`config.mk`:
```
export PLATFORM = sky130hd
export DESIGN_NAME = famicom_pad_scanner
export DESIGN_NICKNAME = d
export VERILOG_FILES = /design/src/rtl/famicom_pad_scanner_pkg.sv /design/src/rtl/famicom_pad_scanner_sync.sv /design/src/rtl/famicom_pad_scanner.sv
export SDC_FILE = /design/constraint.sdc
export NUM_CORES = 1
export LEC_CHECK = 0
export CAP_MARGIN = 20
export CORE_MARGIN = 5
export CORE_UTILIZATION = 35
export CTS_CLUSTER_DIAMETER = 60
export CTS_CLUSTER_SIZE = 8
export DETAILED_ROUTE_END_ITERATION = 16
export PLACE_DENSITY = 0.64
export SETUP_SLACK_MARGIN = 0.5
export SLEW_MARGIN = 20
export SYNTH_ARGS = -nofsm -noshare
export SYNTH_HDL_FRONTEND = slang
export SYNTH_SLANG_ARGS = --single-unit
```
`constraint.sdc`:
```
create_clock -name clk -period 2.7 [get_ports clk]
set_clock_uncertainty 0.2 [all_clocks]
set_input_delay 0.81 -clock clk [delete_from_list [all_inputs] [get_ports clk]]
set_output_delay 0.81 -clock clk [all_outputs]
set_load 0.02 [all_outputs]
```
`src/rtl/famicom_pad_scanner_pkg.sv`:
```
`default_nettype none
// ============================================================================
// Module   : famicom_pkg
// Purpose  : Shared types and helpers for the Famicom/SNES pad scanner.
//            - state_t   : scanner FSM states
//            - NES_BITS  : bits per frame for an NES/Famicom pad
//            - SNES_BITS : bits per frame for an SNES pad
//            - frame_len : cycles from first LATCH cycle to last LOW cycle
//            - sel_width : width of a pad-select field (never below 1)
// Revision : 1.0 - initial release
// ============================================================================
package famicom_pkg;

  typedef enum logic [2:0] {
    IDLE  = 3'd0,
    LATCH = 3'd1,
    LOW   = 3'd2,
    HIGH  = 3'd3,
    DONE  = 3'd4
  } state_t;

  localparam int NES_BITS  = 8;
  localparam int SNES_BITS = 16;

  // Latch lasts 2H, bit 0 needs one LOW phase (H), every further bit a
  // HIGH+LOW pair (2H).
  function automatic int frame_len(input int half_per, input int bits);
    return 3 * half_per + 2 * half_per * (bits - 1);
  endfunction

  function automatic int sel_width(input int num_pads);
    return (num_pads > 1) ? $clog2(num_pads) : 1;
  endfunction

endpackage
`default_nettype wire

```
`src/rtl/famicom_pad_scanner_sync.sv`:
```
`default_nettype none
// ============================================================================
// Module   : famicom_sync
// Purpose  : Parametrised-width two-flop synchroniser for asynchronous pad
//            lines. Resets to all-ones, i.e. every line idle high.
// Ports    : clk     - system clock
//            reset_n - synchronous active-low reset
//            d       - asynchronous input lines
//            q       - synchronised lines (two-cycle latency)
// Revision : 1.0 - initial release
// ============================================================================
module famicom_sync
  import famicom_pkg::*;
#(
  parameter int WIDTH = 1
) (
  input  logic             clk,
  input  logic             reset_n,
  input  logic [WIDTH-1:0] d,
  output logic [WIDTH-1:0] q
);

  logic [WIDTH-1:0] r_meta;
  logic [WIDTH-1:0] r_sync;

  always_ff @(posedge clk) begin
    if (!reset_n) begin
      r_meta <= '1;
      r_sync <= '1;
    end else begin
      r_meta <= d;
      r_sync <= r_meta;
    end
  end

  assign q = r_sync;

endmodule
`default_nettype wire

```
`src/rtl/famicom_pad_scanner.sv`:
```
`default_nettype none
// ============================================================================
// Module   : famicom_pad_scanner
// Purpose  : Autonomous poller for 1-4 NES/Famicom (8-bit) or SNES (16-bit)
//            serial pads sharing one latch/pulse pair, with a passthrough
//            mode that lets a core bit-bang one selected pad directly.
// Ports    : clk, reset_n        - clock, synchronous active-low reset
//            poll_en             - enable periodic auto-poll
//            poll_req            - single-cycle manual poll request
//            passthrough         - 1 = core drives the pad lines
//            pass_sel            - pad routed to core_data in passthrough
//            core_latch/pulse    - core-driven pad lines (passthrough)
//            core_data           - selected raw pad data (1 in scanner mode)
//            pad_latch/pulse     - to pads
//            pad_data            - from pads, async, active-low
//            buttons             - pad p at [p*BITS_PER_PAD +: BITS_PER_PAD],
//                                  bit k = k-th shifted bit, 1 = pressed
//            buttons_valid       - one-cycle strobe on buttons update
//            busy                - scan in progress
// Revision : 1.0 - initial release
// ============================================================================
module famicom_pad_scanner
  import famicom_pkg::*;
#(
  parameter int          NUM_PADS     = 2,
  parameter int          BITS_PER_PAD = 8,
  parameter int          HALF_PER     = 4,
  parameter logic [15:0] POLL_PERIOD  = 16'd833
) (
  input  logic                               clk,
  input  logic                               reset_n,
  input  logic                               poll_en,
  input  logic                               poll_req,
  input  logic                               passthrough,
  input  logic [sel_width(NUM_PADS)-1:0]     pass_sel,
  input  logic                               core_latch,
  input  logic                               core_pulse,
  output logic                               core_data,
  output logic                               pad_latch,
  output logic                               pad_pulse,
  input  logic [NUM_PADS-1:0]                pad_data,
  output logic [NUM_PADS*BITS_PER_PAD-1:0]   buttons,
  output logic                               buttons_valid,
  output logic                               busy
);

  localparam int c_sel_w = sel_width(NUM_PADS);
  localparam int c_cnt_w = $clog2(2 * HALF_PER);
  localparam int c_bit_w = $clog2(BITS_PER_PAD);

  localparam logic [c_cnt_w-1:0] c_latch_last = c_cnt_w'(2 * HALF_PER - 1);
  localparam logic [c_cnt_w-1:0] c_half_last  = c_cnt_w'(HALF_PER - 1);
  localparam logic [c_bit_w-1:0] c_bit_last   = c_bit_w'(BITS_PER_PAD - 1);
  localparam logic [15:0]        c_poll_last  = POLL_PERIOD - 16'd1;

  state_t                            r_state;
  logic [c_cnt_w-1:0]                r_half;
  logic [c_bit_w-1:0]                r_bit;
  logic                              r_pending;
  logic [NUM_PADS*BITS_PER_PAD-1:0]  r_shift;
  logic [NUM_PADS*BITS_PER_PAD-1:0]  r_buttons;
  logic                              r_valid;
  logic                              r_busy;
  logic                              r_latch;
  logic                              r_pulse;
  logic [15:0]                       r_poll_cnt;

  logic [NUM_PADS-1:0]               w_pad_sync;
  logic [NUM_PADS*BITS_PER_PAD-1:0]  w_shift_next;
  logic                              w_poll_fire;
  logic                              w_start;
  logic                              w_sel_data;

  famicom_sync #(
    .WIDTH (NUM_PADS)
  ) u_sync (
    .clk     (clk),
    .reset_n (reset_n),
    .d       (pad_data),
    .q       (w_pad_sync)
  );

  // Each pad shifts right, new (inverted) sample entering at the MSB, so the
  // first bit of the frame ends up at bit 0 after BITS_PER_PAD samples.
  for (genvar p = 0; p < NUM_PADS; p++) begin : g_pad
    assign w_shift_next[p*BITS_PER_PAD +: BITS_PER_PAD] =
      {~w_pad_sync[p], r_shift[p*BITS_PER_PAD+1 +: BITS_PER_PAD-1]};
  end

  // Auto-poll timer: free-runs while enabled, independent of the scanner,
  // so the poll rate is not stretched by frame length.
  assign w_poll_fire = poll_en && !passthrough && (r_poll_cnt == c_poll_last);
  assign w_start     = (w_poll_fire || poll_req) && !passthrough;

  always_ff @(posedge clk) begin
    if (!reset_n || !poll_en || passthrough) begin
      r_poll_cnt <= '0;
    end else if (r_poll_cnt == c_poll_last) begin
      r_poll_cnt <= '0;
    end else begin
      r_poll_cnt <= r_poll_cnt + 16'd1;
    end
  end

  always_ff @(posedge clk) begin
    if (!reset_n) begin
      r_state   <= IDLE;
      r_half    <= '0;
      r_bit     <= '0;
      r_pending <= 1'b0;
      r_shift   <= '0;
      r_buttons <= '0;
      r_valid   <= 1'b0;
      r_busy    <= 1'b0;
      r_latch   <= 1'b0;
      r_pulse   <= 1'b0;
    end else if (passthrough) begin
      // Abort: buttons and shift registers are left untouched.
      r_state   <= IDLE;
      r_half    <= '0;
      r_bit     <= '0;
      r_pending <= 1'b0;
      r_valid   <= 1'b0;
      r_busy    <= 1'b0;
      r_latch   <= 1'b0;
      r_pulse   <= 1'b0;
    end else begin
      r_valid <= 1'b0;
      // One pending slot; repeated requests while busy collapse into it.
      if (w_start && (r_state != IDLE)) begin
        r_pending <= 1'b1;
      end
      case (r_state)
        IDLE: begin
          if (w_start) begin
            r_state <= LATCH;
            r_latch <= 1'b1;
            r_busy  <= 1'b1;
            r_half  <= '0;
            r_bit   <= '0;
          end
        end
        LATCH: begin
          if (r_half == c_latch_last) begin
            r_state <= LOW;
            r_latch <= 1'b0;
            r_half  <= '0;
          end else begin
            r_half <= r_half + c_cnt_w'(1);
          end
        end
        LOW: begin
          if (r_half == c_half_last) begin
            r_half  <= '0;
            r_shift <= w_shift_next;
            if (r_bit == c_bit_last) begin
              // Load buttons on the edge into DONE so the new word and the
              // strobe are both visible during the DONE cycle.
              r_state   <= DONE;
              r_buttons <= w_shift_next;
              r_valid   <= 1'b1;
            end else begin
              r_state <= HIGH;
              r_pulse <= 1'b1;
            end
          end else begin
            r_half <= r_half + c_cnt_w'(1);
          end
        end
        HIGH: begin
          if (r_half == c_half_last) begin
            r_state <= LOW;
            r_pulse <= 1'b0;
            r_half  <= '0;
            r_bit   <= r_bit + c_bit_w'(1);
          end else begin
            r_half <= r_half + c_cnt_w'(1);
          end
        end
        DONE: begin
          r_half <= '0;
          r_bit  <= '0;
          // A start landing in DONE itself is taken directly, like pending.
          if (r_pending || w_start) begin
            r_state   <= LATCH;
            r_latch   <= 1'b1;
            r_pending <= 1'b0;
          end else begin
            r_state <= IDLE;
            r_busy  <= 1'b0;
          end
        end
        default: begin
          r_state <= IDLE;
          r_busy  <= 1'b0;
          r_latch <= 1'b0;
          r_pulse <= 1'b0;
        end
      endcase
    end
  end

  // Out-of-range selects fall back to pad 0 (the default assignment).
  always_comb begin
    w_sel_data = pad_data[0];
    for (int p = 0; p < NUM_PADS; p++) begin
      if (pass_sel == c_sel_w'(p)) begin
        w_sel_data = pad_data[p];
      end
    end
  end

  assign pad_latch     = passthrough ? core_latch : r_latch;
  assign pad_pulse     = passthrough ? core_pulse : r_pulse;
  assign core_data     = passthrough ? w_sel_data : 1'b1;
  assign buttons       = r_buttons;
  assign buttons_valid = r_valid;
  assign busy          = r_busy;

endmodule
`default_nettype wire
```
==> flow_summary.yaml <==
critical_path:
  required_ns: 1.69
  slowest_stage: "mux2_4"
  startpoint: "passthrough"
  cp.arrival_ns: 1.34
  start_kind: "input pin"
  crit_fanout: 4
  path_depth: 3
  setup.worst_path.class: "in2out"
  end_kind: "output port"
  worstRegToRegCells: 6
  crit_buf_inv: 2
  crit-reg2reg-capture: "r_state[1]"
  cp_cell_sequence: "buf_8, mux2_4, buf_6"
  r2r-start: "r_half[0]"
  reg2reg_slack_ns: 0.66
  cpPeakStageDelay_ns: 0.29
  crit_path_end: "pad_pulse"
  crit_family: "multiplexers"
pwr:
  powerDensity_nw_per_um2: 583
  p_leak_uw: 0.00137
  peakVddDrop_mv: 0.332
synthesis:
  async_reset_ff_share_pct: 0
  synth_edf_count: 0
  synth_top_area_share_pct: 44.5
  synth_ff_type: "dfxtp_1"
  synth-seq-cells: 64
  syn_nets: 340
  synth_area_leaders: "dfxtp_1, nand2_1, a21boi_1"
  ys_seq_area_share_pct: 44.5
  synth_cells: 322
  yosysTopAreaCell: "dfxtp_1"
  syn_area_um2: 2880
  ys.warnings.count: 0
  avgSynthCellArea_um2: 8.94
  yosys.cell_types.count: 48
detailed_routing:
  routed_wl_mm: 5.53
  wl_met2_mm: 2.69
  routed.top_layer: "met4"
  drtIter0Drc: 71
  routed-via-count: 2268
  ant_nets: 0
  via_per_inst: 4.89
  wl_met1_mm: 2.53
  routed-wl-met3_um: 241
  firstDrtPassIters: 4
  drc: 0
  wire_per_inst_um: 11.9
clock_network:
  clock_sinks: 64
  clk_path_buf_depth: 2
  clk_latency_ns: 0.34
  cts-root-buf: "clkbuf_8"
  path_clk_slew_ns: 0.07
  htreeDepth: 3
  cts_tree: "built"
  cts_inserted_buffers: 9
flow_run:
  cap_viol_max_count: 0
layout:
  area_growth_pct: 24.0
  drive_above_1_share_pct: 13.4
  fin_util_pct: 43.9
  diodes: 0
  final.fill_count: 809
  final_nets: 372
outcome:
  status: "finished clean"
sta:
  fin_crit_sh_pct: 87.0
  max_freq_mhz: 426
  tightest_slew_ns: 0.587
  finalSetupViolCount: 0
  drv_slew: 0
  min_period_ns: 2.35
  setup_ws_ns: 0.352
  rsz0062_at_grt: "yes"
  slew_headroom_pct: 60.8
  hold_viol: 0
floorplan:
  core-area_um2: 8130
  die_area_um2: 10100
  ioPinCount: 31
  die_w_um: 101
  rows: 33
  start_util_pct: 35.4
  die_y_um: 101
placement:
  pre_cts_ws_ns: -0.547
  numPortBuffers: 30
  dp_hpwl_mm: 3.67
  routabilityCongestion: 0.847
global_routing:
  antenna_found_initial: 0
  grt_pass1_vias: 2206
  grt_start_max_net_pins: 36
  track_usage_pct: 12.3
  grt_pass1_wl_mm: 9.96
  overflow: 0
min_path:
  holdCritPathClass: "reg2reg"
[synthesized netlist by cell type (5+ instances only)]
cell type	number
xnor2_1	11
clkbuf_1	11
a21boi_1	22
dfxtp_1	64
ha_1	8
a21oi_1	12
nor2_1	24
inv_1	10
nand3_1	25
nand2b_1	9
nand2_1	57
mux2i_1	5
and3_1	5
[where the power goes]
group	switching (µW)	internal, µW
sequential	7.91	951
clock	365	662
combinational	45.4	50.5
total	418	1660
[through the flow]
stage	power [µW]	cells	instance area [µm²]	setup TNS [ns]	hold WS (ns)
2_1_floorplan	1040	322	2880	0	0.186
3_3_place_gp	1070	446	3290	-1.43	0.190
3_5_place_dp	1070	446	3290	-1.51	0.191
4_1_cts	2110	462	3530	0	0.207
5_1_grt	2170	464	3570	0	0.219
6_report	2080	464	3570	0	0.207
[final cells by class]
cell class,instances,area [µm²],share of cell area (%)
inverters,10,37.5,1.05
well taps,105,131,3.68
clock buffers,11,151,4.24
repair buffers,39,363,10.2
flip-flops and latches,64,1280,35.9
multi-input cells,230,1510,42.1
clock inverters,5,103,2.87
[registers in the layout, indices dropped and copies added, names as in the netlist]
name,cells
u_sync.q,2
u_sync.r_meta,2
buttons_valid,1
r_latch,1
r_poll_cnt,16
r_shift,14
r_half,3
buttons,16
r_pending,1
r_pulse,1
busy,1
r_state,3
r_bit,3
[layout by cell type (no fill, tap or decap), types with 3 or more instances in the layout]
master,netlist,final
nand2b_1,9,9
buf_6,1,4
o211a_1,4,4
inv_1,10,10
buf_4,2,7
bufinv_16,0,3
a21oi_1,12,12
a21boi_1,22,24
ha_1,8,6
and3_1,5,5
nor4_1,3,3
dfxtp_1,64,64
clkbuf_8,0,11
buf_2,4,4
xor2_1,3,3
nor3_1,4,4
nand3_1,25,25
nor2_1,24,24
dlygate4sd2_1,0,18
mux2i_1,5,5
xnor2_1,11,11
nand2_1,57,57
o21ai_0,4,4
[per-layer routing]
layer	track usage (%)	vias to the layer above
li1	-	1165
met1	14.5	1065
met2	19.7	32
met3	5.40	6
met4	4.56	0
met5	0	-
[worst min-delay path by stage]
stage                                start     endpoint  cells past startpoint
after floorplan           u_sync.r_meta[0]  u_sync.q[0]                      1
after global placement    u_sync.r_meta[0]  u_sync.q[0]                      1
after detailed placement  u_sync.r_meta[0]  u_sync.q[0]                      1
after CTS                 u_sync.r_meta[0]  u_sync.q[0]                      1
after global routing      u_sync.r_meta[0]  u_sync.q[0]                      1
final                     u_sync.r_meta[0]  u_sync.q[0]                      1
[repair_timing]
item / in CTS / in global routing
buffers inserted: 0 / 2
pin swaps: 1 / 4
endpoints found under the hold margin: 0 / 0
setup endpoints to repair: 24 / 21
gates resized for setup: 64 / 7
hold buffers: 0 / 0
[cells by family after synthesis]
kind of cell	Yosys count	synth area share [%]
adders and majority gates	8	3.48
xor gates and xnor gates	14	4.26
buffers and inverters	28	4.34
DFF	64	44.5
muxes	7	2.52
and+or+nand+nor	144	25.2
AOI/OAI and AO/OA	57	15.7
Power figures use the tool's default switching activity.
